**src/rtl/pio_regs_pkg.sv**
```systemverilog
// Shared register map, reset values and field layout for the PIO control/status register file.
package pio_regs_pkg;

  localparam logic [31:0] AddrCtrl    = 32'h000;
  localparam logic [31:0] AddrFstat   = 32'h004;
  localparam logic [31:0] AddrFdebug  = 32'h008;
  localparam logic [31:0] AddrFlevel  = 32'h00C;
  localparam logic [31:0] AddrIrq     = 32'h030;
  localparam logic [31:0] AddrSmBase  = 32'h0C8;
  localparam logic [31:0] SmStride    = 32'h018;
  localparam logic [31:0] AddrIntr    = 32'h128;
  localparam logic [31:0] AddrIrqBase = 32'h12C;
  localparam logic [31:0] IrqStride   = 32'h00C;

  localparam logic [31:0] OffClkdiv    = 32'h00;
  localparam logic [31:0] OffExecctrl  = 32'h04;
  localparam logic [31:0] OffShiftctrl = 32'h08;
  localparam logic [31:0] OffAddr      = 32'h0C;
  localparam logic [31:0] OffInstr     = 32'h10;
  localparam logic [31:0] OffPinctrl   = 32'h14;

  localparam logic [31:0] OffInte = 32'h0;
  localparam logic [31:0] OffIntf = 32'h4;
  localparam logic [31:0] OffInts = 32'h8;

  localparam logic [31:0] RstClkdiv    = 32'h0001_0000;
  localparam logic [31:0] RstExecctrl  = 32'h0001_F000;
  localparam logic [31:0] RstShiftctrl = 32'h000C_0000;
  localparam logic [31:0] RstPinctrl   = 32'h1400_0000;

  localparam int unsigned FdTxStall = 24;
  localparam int unsigned FdTxOver  = 16;
  localparam int unsigned FdRxUnder = 8;
  localparam int unsigned FdRxStall = 0;

  // INTR = {IRQ[3:0], tx_nfull[3:0], rx_nempty[3:0]}
  localparam int unsigned IntrW = 12;

  function automatic logic [31:0] sm_reg_addr(int unsigned n, logic [31:0] off);
    return AddrSmBase + SmStride * n + off;
  endfunction

  function automatic logic [31:0] irq_reg_addr(int unsigned k, logic [31:0] off);
    return AddrIrqBase + IrqStride * k + off;
  endfunction

endpackage

```
**src/rtl/pio_ctrl_regs_if.sv**
```systemverilog
// Bus-side register access: single-cycle writes, registered reads with a valid flag.
interface pio_ctrl_regs_if #(
  parameter int unsigned ADDR_W = 12
) ();
  logic              wr_en;
  logic [ADDR_W-1:0] wr_addr;
  logic [31:0]       wr_data;
  logic              rd_en;
  logic [ADDR_W-1:0] rd_addr;
  logic [31:0]       rd_data;
  logic              rd_valid;

  modport master (
    output wr_en, wr_addr, wr_data, rd_en, rd_addr,
    input  rd_data, rd_valid
  );

  modport slave (
    input  wr_en, wr_addr, wr_data, rd_en, rd_addr,
    output rd_data, rd_valid
  );
endinterface

```
**src/rtl/pio_irq_agg.sv**
```systemverilog
// One system interrupt line: enable/force registers over the raw INTR vector, registered output.
module pio_irq_agg
  import pio_regs_pkg::*;
(
  input  logic             clk,
  input  logic             rst_n,
  input  logic [IntrW-1:0] intr,
  input  logic             inte_we,
  input  logic             intf_we,
  input  logic [IntrW-1:0] wr_data,
  output logic [IntrW-1:0] inte,
  output logic [IntrW-1:0] intf,
  output logic [IntrW-1:0] ints,
  output logic             irq
);

  logic [IntrW-1:0] inte_q, intf_q;
  logic             irq_q;

  always_comb begin
    ints = (intr & inte_q) | intf_q;
  end

  always_ff @(posedge clk or negedge rst_n) begin
    if (!rst_n) begin
      inte_q <= '0;
      intf_q <= '0;
      irq_q  <= 1'b0;
    end else begin
      if (inte_we) inte_q <= wr_data;
      if (intf_we) intf_q <= wr_data;
      irq_q <= |ints;
    end
  end

  assign inte = inte_q;
  assign intf = intf_q;
  assign irq  = irq_q;

endmodule

```
**src/rtl/pio_ctrl_regs.sv**
```systemverilog
// PIO control/status register file: per-SM config, sticky debug flags, IRQ flags and
// IRQ_LINES masked/forceable interrupt outputs.
module pio_ctrl_regs
  import pio_regs_pkg::*;
#(
  parameter int unsigned NUM_SM    = 4,
  parameter int unsigned IRQ_LINES = 2,
  parameter int unsigned ADDR_W    = 12
) (
  input  logic                   clk,
  input  logic                   rst_n,
  pio_ctrl_regs_if.slave         bus,
  input  logic [NUM_SM-1:0]      tx_stall,
  input  logic [NUM_SM-1:0]      tx_over,
  input  logic [NUM_SM-1:0]      rx_under,
  input  logic [NUM_SM-1:0]      rx_stall,
  input  logic [7:0]             irq_set,
  input  logic [7:0]             irq_clr,
  input  logic [31:0]            fstat,
  input  logic [31:0]            flevel,
  input  logic [5*NUM_SM-1:0]    sm_pc,
  input  logic [NUM_SM-1:0]      tx_nfull,
  input  logic [NUM_SM-1:0]      rx_nempty,
  output logic [NUM_SM-1:0]      sm_enable,
  output logic [NUM_SM-1:0]      sm_restart,
  output logic [NUM_SM-1:0]      clkdiv_restart,
  output logic [32*NUM_SM-1:0]   clkdiv,
  output logic [32*NUM_SM-1:0]   execctrl,
  output logic [32*NUM_SM-1:0]   shiftctrl,
  output logic [32*NUM_SM-1:0]   pinctrl,
  output logic [16*NUM_SM-1:0]   instr_data,
  output logic [NUM_SM-1:0]      instr_wr,
  output logic [7:0]             irq_flags,
  output logic [IRQ_LINES-1:0]   irq_out
);

  logic [ADDR_W-1:0] wr_addr_raw, rd_addr_raw;
  logic [31:0]       waddr, raddr;

  assign wr_addr_raw = bus.wr_addr;
  assign rd_addr_raw = bus.rd_addr;
  assign waddr = 32'(wr_addr_raw) & 32'hFFFF_FFFC;
  assign raddr = 32'(rd_addr_raw) & 32'hFFFF_FFFC;

  logic [NUM_SM-1:0] enable_q, sm_restart_q, clkdiv_restart_q, instr_wr_q;
  logic [31:0]       fdebug_q, fdebug_d;
  logic [7:0]        irq_q, irq_d;
  logic [31:0]       clkdiv_q    [NUM_SM];
  logic [31:0]       execctrl_q  [NUM_SM];
  logic [31:0]       shiftctrl_q [NUM_SM];
  logic [31:0]       pinctrl_q   [NUM_SM];
  logic [15:0]       instr_q     [NUM_SM];
  logic [31:0]       rd_data_q, rd_mux;
  logic              rd_valid_q;

  logic                 wr_ctrl, wr_fdebug, wr_irq;
  logic [NUM_SM-1:0]    wr_clkdiv, wr_execctrl, wr_shiftctrl, wr_pinctrl, wr_instr;
  logic [IRQ_LINES-1:0] wr_inte, wr_intf;
  logic [31:0]          fd_ev, fd_mask;
  logic [IntrW-1:0]     intr;
  logic [IntrW-1:0]     inte [IRQ_LINES];
  logic [IntrW-1:0]     intf [IRQ_LINES];
  logic [IntrW-1:0]     ints [IRQ_LINES];

  // Write decode; absent SM/IRQ slots never decode so their writes fall away.
  always_comb begin
    wr_ctrl      = bus.wr_en && (waddr == AddrCtrl);
    wr_fdebug    = bus.wr_en && (waddr == AddrFdebug);
    wr_irq       = bus.wr_en && (waddr == AddrIrq);
    wr_clkdiv    = '0;
    wr_execctrl  = '0;
    wr_shiftctrl = '0;
    wr_pinctrl   = '0;
    wr_instr     = '0;
    wr_inte      = '0;
    wr_intf      = '0;
    for (int unsigned n = 0; n < NUM_SM; n++) begin
      wr_clkdiv[n]    = bus.wr_en && (waddr == sm_reg_addr(n, OffClkdiv));
      wr_execctrl[n]  = bus.wr_en && (waddr == sm_reg_addr(n, OffExecctrl));
      wr_shiftctrl[n] = bus.wr_en && (waddr == sm_reg_addr(n, OffShiftctrl));
      wr_pinctrl[n]   = bus.wr_en && (waddr == sm_reg_addr(n, OffPinctrl));
      wr_instr[n]     = bus.wr_en && (waddr == sm_reg_addr(n, OffInstr));
    end
    for (int unsigned k = 0; k < IRQ_LINES; k++) begin
      wr_inte[k] = bus.wr_en && (waddr == irq_reg_addr(k, OffInte));
      wr_intf[k] = bus.wr_en && (waddr == irq_reg_addr(k, OffIntf));
    end
  end

  // Sticky flags: a hardware event in the same cycle as its W1C keeps the bit set.
  always_comb begin
    fd_ev   = '0;
    fd_mask = '0;
    for (int unsigned n = 0; n < NUM_SM; n++) begin
      fd_ev[FdTxStall + n]   = tx_stall[n];
      fd_ev[FdTxOver + n]    = tx_over[n];
      fd_ev[FdRxUnder + n]   = rx_under[n];
      fd_ev[FdRxStall + n]   = rx_stall[n];
      fd_mask[FdTxStall + n] = 1'b1;
      fd_mask[FdTxOver + n]  = 1'b1;
      fd_mask[FdRxUnder + n] = 1'b1;
      fd_mask[FdRxStall + n] = 1'b1;
    end
    fdebug_d = (fdebug_q & ~(wr_fdebug ? (bus.wr_data & fd_mask) : 32'h0)) | fd_ev;
    irq_d    = (irq_q & ~irq_clr & ~(wr_irq ? bus.wr_data[7:0] : 8'h0)) | irq_set;
    intr     = {irq_q[3:0], 4'(tx_nfull), 4'(rx_nempty)};
  end

  always_comb begin
    rd_mux = '0;
    case (raddr)
      AddrCtrl:   rd_mux = 32'(enable_q);
      AddrFstat:  rd_mux = fstat;
      AddrFdebug: rd_mux = fdebug_q;
      AddrFlevel: rd_mux = flevel;
      AddrIrq:    rd_mux = 32'(irq_q);
      AddrIntr:   rd_mux = 32'(intr);
      default:    ;
    endcase
    for (int unsigned n = 0; n < NUM_SM; n++) begin
      if (raddr == sm_reg_addr(n, OffClkdiv))    rd_mux = clkdiv_q[n];
      if (raddr == sm_reg_addr(n, OffExecctrl))  rd_mux = execctrl_q[n];
      if (raddr == sm_reg_addr(n, OffShiftctrl)) rd_mux = shiftctrl_q[n];
      if (raddr == sm_reg_addr(n, OffAddr))      rd_mux = 32'(sm_pc[5*n +: 5]);
      if (raddr == sm_reg_addr(n, OffInstr))     rd_mux = 32'(instr_q[n]);
      if (raddr == sm_reg_addr(n, OffPinctrl))   rd_mux = pinctrl_q[n];
    end
    for (int unsigned k = 0; k < IRQ_LINES; k++) begin
      if (raddr == irq_reg_addr(k, OffInte)) rd_mux = 32'(inte[k]);
      if (raddr == irq_reg_addr(k, OffIntf)) rd_mux = 32'(intf[k]);
      if (raddr == irq_reg_addr(k, OffInts)) rd_mux = 32'(ints[k]);
    end
  end

  always_ff @(posedge clk or negedge rst_n) begin
    if (!rst_n) begin
      enable_q         <= '0;
      sm_restart_q     <= '0;
      clkdiv_restart_q <= '0;
      instr_wr_q       <= '0;
      fdebug_q         <= '0;
      irq_q            <= '0;
      rd_data_q        <= '0;
      rd_valid_q       <= 1'b0;
      for (int unsigned n = 0; n < NUM_SM; n++) begin
        clkdiv_q[n]    <= RstClkdiv;
        execctrl_q[n]  <= RstExecctrl;
        shiftctrl_q[n] <= RstShiftctrl;
        pinctrl_q[n]   <= RstPinctrl;
        instr_q[n]     <= '0;
      end
    end else begin
      if (wr_ctrl) enable_q <= bus.wr_data[NUM_SM-1:0];
      sm_restart_q     <= wr_ctrl ? bus.wr_data[4 +: NUM_SM] : '0;
      clkdiv_restart_q <= wr_ctrl ? bus.wr_data[8 +: NUM_SM] : '0;
      instr_wr_q       <= wr_instr;
      fdebug_q         <= fdebug_d;
      irq_q            <= irq_d;
      rd_valid_q       <= bus.rd_en;
      if (bus.rd_en) rd_data_q <= rd_mux;
      for (int unsigned n = 0; n < NUM_SM; n++) begin
        if (wr_clkdiv[n])    clkdiv_q[n]    <= bus.wr_data;
        if (wr_execctrl[n])  execctrl_q[n]  <= bus.wr_data;
        if (wr_shiftctrl[n]) shiftctrl_q[n] <= bus.wr_data;
        if (wr_pinctrl[n])   pinctrl_q[n]   <= bus.wr_data;
        if (wr_instr[n])     instr_q[n]     <= bus.wr_data[15:0];
      end
    end
  end

  for (genvar k = 0; k < IRQ_LINES; k++) begin : g_irq
    pio_irq_agg u_agg (
      .clk     (clk),
      .rst_n   (rst_n),
      .intr    (intr),
      .inte_we (wr_inte[k]),
      .intf_we (wr_intf[k]),
      .wr_data (bus.wr_data[IntrW-1:0]),
      .inte    (inte[k]),
      .intf    (intf[k]),
      .ints    (ints[k]),
      .irq     (irq_out[k])
    );
  end

  for (genvar n = 0; n < NUM_SM; n++) begin : g_out
    assign clkdiv[32*n +: 32]     = clkdiv_q[n];
    assign execctrl[32*n +: 32]   = execctrl_q[n];
    assign shiftctrl[32*n +: 32]  = shiftctrl_q[n];
    assign pinctrl[32*n +: 32]    = pinctrl_q[n];
    assign instr_data[16*n +: 16] = instr_q[n];
  end

  assign sm_enable      = enable_q;
  assign sm_restart     = sm_restart_q;
  assign clkdiv_restart = clkdiv_restart_q;
  assign instr_wr       = instr_wr_q;
  assign irq_flags      = irq_q;
  assign bus.rd_data    = rd_data_q;
  assign bus.rd_valid   = rd_valid_q;

endmodule
```
**src/flat_wrapper.sv**
```systemverilog
// flat-port wrapper written by rule: the top's interface ports become plain ports
module pio_ctrl_regs_flat import pio_regs_pkg::*;
#(
  parameter int unsigned NUM_SM    = 4,
  parameter int unsigned IRQ_LINES = 2,
  parameter int unsigned ADDR_W    = 12
)
  (clk, rst_n, tx_stall, tx_over, rx_under, rx_stall, irq_set, irq_clr, fstat, flevel, sm_pc, tx_nfull, rx_nempty, sm_enable, sm_restart, clkdiv_restart, clkdiv, execctrl, shiftctrl, pinctrl, instr_data, instr_wr, irq_flags, irq_out, bus_wr_en, bus_wr_addr, bus_wr_data, bus_rd_en, bus_rd_addr, bus_rd_data, bus_rd_valid);
  pio_ctrl_regs_if #(.ADDR_W(ADDR_W)) bus_i ();
  input  logic clk;
  input  logic rst_n;
  input  logic [NUM_SM-1:0] tx_stall;
  input  logic [NUM_SM-1:0] tx_over;
  input  logic [NUM_SM-1:0] rx_under;
  input  logic [NUM_SM-1:0] rx_stall;
  input  logic [7:0] irq_set;
  input  logic [7:0] irq_clr;
  input  logic [31:0] fstat;
  input  logic [31:0] flevel;
  input  logic [5*NUM_SM-1:0] sm_pc;
  input  logic [NUM_SM-1:0] tx_nfull;
  input  logic [NUM_SM-1:0] rx_nempty;
  output logic [NUM_SM-1:0] sm_enable;
  output logic [NUM_SM-1:0] sm_restart;
  output logic [NUM_SM-1:0] clkdiv_restart;
  output logic [32*NUM_SM-1:0] clkdiv;
  output logic [32*NUM_SM-1:0] execctrl;
  output logic [32*NUM_SM-1:0] shiftctrl;
  output logic [32*NUM_SM-1:0] pinctrl;
  output logic [16*NUM_SM-1:0] instr_data;
  output logic [NUM_SM-1:0] instr_wr;
  output logic [7:0] irq_flags;
  output logic [IRQ_LINES-1:0] irq_out;
  input wire logic [$bits(bus_i.wr_en)-1:0] bus_wr_en;
  input wire logic [$bits(bus_i.wr_addr)-1:0] bus_wr_addr;
  input wire logic [$bits(bus_i.wr_data)-1:0] bus_wr_data;
  input wire logic [$bits(bus_i.rd_en)-1:0] bus_rd_en;
  input wire logic [$bits(bus_i.rd_addr)-1:0] bus_rd_addr;
  output wire logic [$bits(bus_i.rd_data)-1:0] bus_rd_data;
  output wire logic [$bits(bus_i.rd_valid)-1:0] bus_rd_valid;
  assign bus_i.wr_en = bus_wr_en;
  assign bus_i.wr_addr = bus_wr_addr;
  assign bus_i.wr_data = bus_wr_data;
  assign bus_i.rd_en = bus_rd_en;
  assign bus_i.rd_addr = bus_rd_addr;
  assign bus_rd_data = bus_i.rd_data;
  assign bus_rd_valid = bus_i.rd_valid;
  pio_ctrl_regs #(.NUM_SM(NUM_SM), .IRQ_LINES(IRQ_LINES), .ADDR_W(ADDR_W)) u_core (.clk(clk), .rst_n(rst_n), .bus(bus_i), .tx_stall(tx_stall), .tx_over(tx_over), .rx_under(rx_under), .rx_stall(rx_stall), .irq_set(irq_set), .irq_clr(irq_clr), .fstat(fstat), .flevel(flevel), .sm_pc(sm_pc), .tx_nfull(tx_nfull), .rx_nempty(rx_nempty), .sm_enable(sm_enable), .sm_restart(sm_restart), .clkdiv_restart(clkdiv_restart), .clkdiv(clkdiv), .execctrl(execctrl), .shiftctrl(shiftctrl), .pinctrl(pinctrl), .instr_data(instr_data), .instr_wr(instr_wr), .irq_flags(irq_flags), .irq_out(irq_out));
endmodule
```
**config.mk**
```make
export PLATFORM = sky130hd
export DESIGN_NAME = pio_ctrl_regs_flat
export DESIGN_NICKNAME = d
export VERILOG_FILES = /design/src/rtl/pio_regs_pkg.sv /design/src/rtl/pio_ctrl_regs_if.sv /design/src/rtl/pio_irq_agg.sv /design/src/rtl/pio_ctrl_regs.sv /design/src/flat_wrapper.sv
export SDC_FILE = /design/constraint.sdc
export NUM_CORES = 1
export LEC_CHECK = 0
export ABC_AREA = 0
export BUFFER_PORTS_ARGS = -buffer_cell sky130_fd_sc_hd__buf_4
export CAP_MARGIN = 20
export CORE_AREA = 2 2 315 317
export DETAILED_ROUTE_END_ITERATION = 8
export DIE_AREA = 0 0 317 319
export PLACE_DENSITY_LB_ADDON = 0.05
export SLEW_MARGIN = 5
export SYNTH_ARGS = -nofsm -noshare
export SYNTH_HDL_FRONTEND = slang
export SYNTH_SLANG_ARGS = --single-unit
```
**constraint.sdc**
```tcl
create_clock -name clk -period 2.16 [get_ports clk]
set_input_delay 0.108 -clock clk [delete_from_list [all_inputs] [get_ports clk]]
set_output_delay 0.108 -clock clk [all_outputs]
set_load 0.02 [all_outputs]
```
==> flow_summary.rst <==
.. list-table::
   :header-rows: 1

   * - Metric
     - Value
   * - Status
     - finished with violations
   * - Failing checks
     - setup timing
   * - Net count reported at finish
     - 4403
   * - Area occupied by multi-input gates
     - 15500 um^2
   * - Post-synth top area cell
     - sky130_fd_sc_hd__dfrtp_1
   * - Worst setup EP type
     - register
   * - Register area
     - 17500 um^2
   * - Global-route wire length before repair
     - 277000 um
   * - Average routed wire per standard cell
     - 36.6 um
   * - Class of the worst hold path
     - input port to register
   * - Antenna violations before repair
     - 8
   * - Final WL
     - 204000 um
   * - CP Max Fanout
     - 28
   * - Fillers
     - 8848
   * - Crit path max-delay cell type
     - sky130_fd_sc_hd__and2_1
   * - Warnings, synthesis
     - 0
   * - Series of cell instances along the critical path
     - buf_4, buf_4, and2_1, buf_4, nor3_1, buf_4, nor3_1, o2111ai_1, nand3_1, a21oi_1
   * - Final setup slack of the worst path
     - -0.175 ns
   * - Most frequent cells after synthesis
     - sky130_fd_sc_hd__dfrtp_1 (659), sky130_fd_sc_hd__mux2_2 (600), sky130_fd_sc_hd__nand2_1 (252)
   * - Net Count, Synth
     - 3105
   * - P_leak
     - 24.5 nW
   * - Hold_sp
     - bus_wr_addr[8]
   * - Fin. max-slew vios
     - 0
   * - Area of the placeable core
     - 97700 um^2
   * - Initial core utilization
     - 34.7%
   * - Async S/R FF share, synth
     - 100%
   * - Nature of the critical path startpoint
     - input port
   * - Worst-margin pin slew
     - 0.774 ns
   * - Die height
     - 319 um
   * - # DRC
     - 0
   * - Syn Std Cell Area
     - 33900 um^2
   * - Cell count of the worst reg-to-reg path
     - 7
   * - CTS tree
     - built
   * - Setup violators final
     - 4
   * - Delay contributed by the slowest stage of the critical path
     - 0.50 ns
   * - Startpoint of the lowest-slack register-to-register path
     - u_core.irq_flags[3]$_DFF_PN0_
   * - Hold Path Stages
     - 5
   * - Depth of the CTS H-tree
     - 3
   * - Headroom to the max-slew limit
     - 47.7%
   * - Cell with the most instances on the worst path
     - sky130_fd_sc_hd__buf_4
   * - Flip-flop and latch count after synthesis
     - 699
   * - Synth Instances
     - 2921
   * - Arrival time reported for the critical path endpoint
     - 2.89 ns
   * - IO Count
     - 819
   * - Number of enable flip-flop cells after synthesis
     - 0
   * - TritonRoute pass-1 iters
     - 5
   * - Part of the Yosys area used for sequential elements
     - 51.7%
   * - Total power density per cell area
     - 622 nW/um^2
   * - Worst reg-to-reg setup slack
     - -0.03 ns
   * - Final design area excluding fillers
     - 49800 um^2
   * - Post-route total power
     - 0.0310 W
   * - Most repeated cell in the gate-level netlist after synthesis
     - sky130_fd_sc_hd__dfrtp_1
   * - Total of max-cap violations
     - 0
   * - Prevailing post-synth register cell
     - sky130_fd_sc_hd__dfrtp_1
   * - Number of global-route vias before repair
     - 33600
   * - Fraction of the cycle the final worst path needs
     - 108%
   * - Layout area overhead
     - 46.8%
   * - Placed inst area
     - 46200 um^2
   * - Worst vdd rail ir drop
     - 0.521 mV
   * - Final Skew
     - 0.0226 ns
   * - Full die area
     - 101000 um^2
   * - Synth top area share
     - 48.6%
   * - Weighted congestion at the end of routability-driven global placement
     - 1.02
   * - Number of buffers added on ports
     - 814
   * - Top area cells in the synthesized netlist
     - sky130_fd_sc_hd__dfrtp_1 (49%), sky130_fd_sc_hd__mux2_2 (20%), sky130_fd_sc_hd__dfstp_2 (3.1%)
   * - Number of CTS-inserted buffers
     - 82
   * - Width of the die
     - 317 um
   * - Post-detailed-route via-to-cell ratio
     - 5.97
   * - Number of distinct library cells after synthesis
     - 84
   * - Dpl hpwl
     - 158000 um
   * - Fraction of layout cells with a size suffix above 1
     - 52.5%
   * - Worst path top cell family by delay
     - simple AND/OR/NAND/NOR gates
   * - Global route overflow
     - 0
   * - Rows
     - 115
   * - Skew-Pair Late Insertion Delay
     - 0.69 ns
   * - Setup repair after global routing missed its margin
     - true
   * - Mean cell area of the mapped netlist
     - 11.6 um^2
   * - Minimum period implied by the final worst setup slack
     - 2.33 ns
   * - WP data required
     - 2.72 ns
   * - Max Buffers Root-to-Sink
     - 3
   * - Worst Hold End
     - u_core.instr_wr[3]$_DFF_PN0_
   * - Iteration-0 DRC Markers
     - 3307
   * - Critical register-to-register path endpoint
     - u_core.bus.rd_data[3]$_DFFE_PN0P_
   * - Number of routed nets with antenna violations
     - 0
   * - Classification of the worst setup path
     - input port to register
   * - Buffer type at the clock tree root
     - sky130_fd_sc_hd__clkbuf_16
   * - Hold violation total from the final report
     - 0
   * - # clock sinks
     - 699
   * - CTS clock-pin slew for the worst setup and hold paths
     - 0.06 ns
   * - Cell count along the critical path
     - 10
   * - Routed via count
     - 33300
   * - Largest net degree at the start of global routing
     - 93
   * - Aggregate global-route resource usage
     - 39.4%
   * - Fmax
     - 428 MHz
   * - Buffers and inverters on the worst path
     - 4
## layout make-up
cell class	instances	share of cell area [%]
flip-flops and latches	699	35.2
multi-input cells	1948	31.2
repair buffers	1470	24.8
clock buffers	131	4.81
well taps	1287	3.23
clock inverters	21	0.608
inverters	18	0.136
diodes	3	0.0151
## worst min-delay path, delay by kind of cell
| kind | cells | cell delay [ns] |
|---|---|---|
| and+or+nand+nor | 2 | 0.15 |
| buffers and inverters | 3 | 0.42 |
## routing by layer
metal  global-route usage, %  vias up  wire length, um
li1                        -    13600                -
met1                    49.4    17400            79200
met2                    64.7     1912            97400
met3                    7.96      426            16500
met4                    18.7        6            11000
met5                       0        -               34
## how the worst max path moves through the flow
stage / endpoint / from / slack [ns]
after floorplan: u_core.execctrl[100]$_DFFE_PN0P_ / bus_wr_addr[9] / -0.05
after global placement: u_core.bus.rd_data[7]$_DFFE_PN0P_ / bus_rd_addr[4] / -0.84
after detailed placement: u_core.bus.rd_data[12]$_DFFE_PN0P_ / bus_rd_addr[11] / -0.80
after CTS: u_core.bus.rd_data[11]$_DFFE_PN0P_ / u_core.fdebug_q[11]$_DFF_PN0_ / 0.01
after global routing: u_core.bus.rd_data[15]$_DFFE_PN0P_ / u_core.instr_data[31]$_DFFE_PN0P_ / -0.09
final: u_core.bus.rd_data[6]$_DFFE_PN0P_ / bus_rd_addr[2] / -0.17
## power by group
group | switching (W) | internal (W)
logic | 0.00195 | 0.00122
clock network | 0.00609 | 0.00814
registers | 0.000274 | 0.0133
total | 0.00832 | 0.0227
## per-stage QoR
stage / util (%) / hold slack [ns] / cells / worst slack [ns] / setup TNS (ns)
floorplan: - / -0.188 / 2921 / -0.0461 / -5.98
global placement: 47.3 / 0.0799 / 5345 / -0.836 / -209.63
detailed placement: 47.3 / 0.0782 / 5345 / -0.802 / -233.49
CTS: 50.9 / 0.0318 / 5574 / 0.00991 / 0
global route: 51.0 / 0.0853 / 5576 / -0.0890 / -0.132
finish: 51.0 / 0.0819 / 5577 / -0.175 / -0.231
## logic make-up after synthesis
group,Yosys count,share of synthesized area [%]
AO/OA/AOI/OAI,696,14.4
flip-flops,699,51.7
AND/OR/NAND/NOR,618,9.24
buffers and inverters,274,3.55
multiplexers,634,21.1
## repair_timing
item                                    4_1_cts  5_1_grt
setup buffers                                 0        2
endpoints found under the setup margin        7       12
hold buffers                                 77        0
pin swaps                                     5        7
hold endpoints to repair                    984        0
gates resized for setup                       9       15
## sequential cells by signal, indices dropped and copies added (netlist names)
| signal | cells |
|---|---|
| u_core.bus.rd_valid | 1 |
| u_core.sm_restart | 4 |
| u_core.g_irq.u_agg.intf | 24 |
| u_core.fdebug_q | 16 |
| u_core.shiftctrl | 128 |
| u_core.sm_enable | 4 |
| u_core.pinctrl | 128 |
| u_core.g_irq.u_agg.irq | 2 |
| u_core.clkdiv | 128 |
| u_core.instr_data | 64 |
| u_core.bus.rd_data | 32 |
| u_core.g_irq.u_agg.inte | 24 |
| u_core.irq_flags | 8 |
| u_core.instr_wr | 4 |
| u_core.clkdiv_restart | 4 |
| u_core.execctrl | 128 |
## placed cells by master, fill, tap and decap left out, types with 15 or more instances in the layout
cell type	count
sky130_fd_sc_hd__a211oi_1	29
sky130_fd_sc_hd__a221o_1	21
sky130_fd_sc_hd__buf_4	1304
sky130_fd_sc_hd__o2111ai_1	16
sky130_fd_sc_hd__clkbuf_16	82
sky130_fd_sc_hd__buf_12	88
sky130_fd_sc_hd__nand4_1	23
sky130_fd_sc_hd__nand2b_1	18
sky130_fd_sc_hd__nand3_1	37
sky130_fd_sc_hd__nor2b_1	15
sky130_fd_sc_hd__o21ai_0	100
sky130_fd_sc_hd__o211ai_1	30
sky130_fd_sc_hd__a21oi_1	126
sky130_fd_sc_hd__a31oi_1	20
sky130_fd_sc_hd__clkbuf_8	16
sky130_fd_sc_hd__nand2_1	252
sky130_fd_sc_hd__dfstp_2	40
sky130_fd_sc_hd__a22oi_1	73
sky130_fd_sc_hd__mux2_1	16
sky130_fd_sc_hd__nor2_1	106
sky130_fd_sc_hd__a21o_1	23
sky130_fd_sc_hd__mux2_2	600
sky130_fd_sc_hd__a221oi_1	45
sky130_fd_sc_hd__mux2i_1	15
sky130_fd_sc_hd__dfrtp_1	659
sky130_fd_sc_hd__dlygate4sd3_1	76
sky130_fd_sc_hd__inv_1	15
sky130_fd_sc_hd__clkbuf_1	33
sky130_fd_sc_hd__o221ai_1	26
sky130_fd_sc_hd__nor3_1	31
sky130_fd_sc_hd__o22ai_1	46
sky130_fd_sc_hd__nor3_2	19
Note: power is estimated with default switching activity, not from simulation.
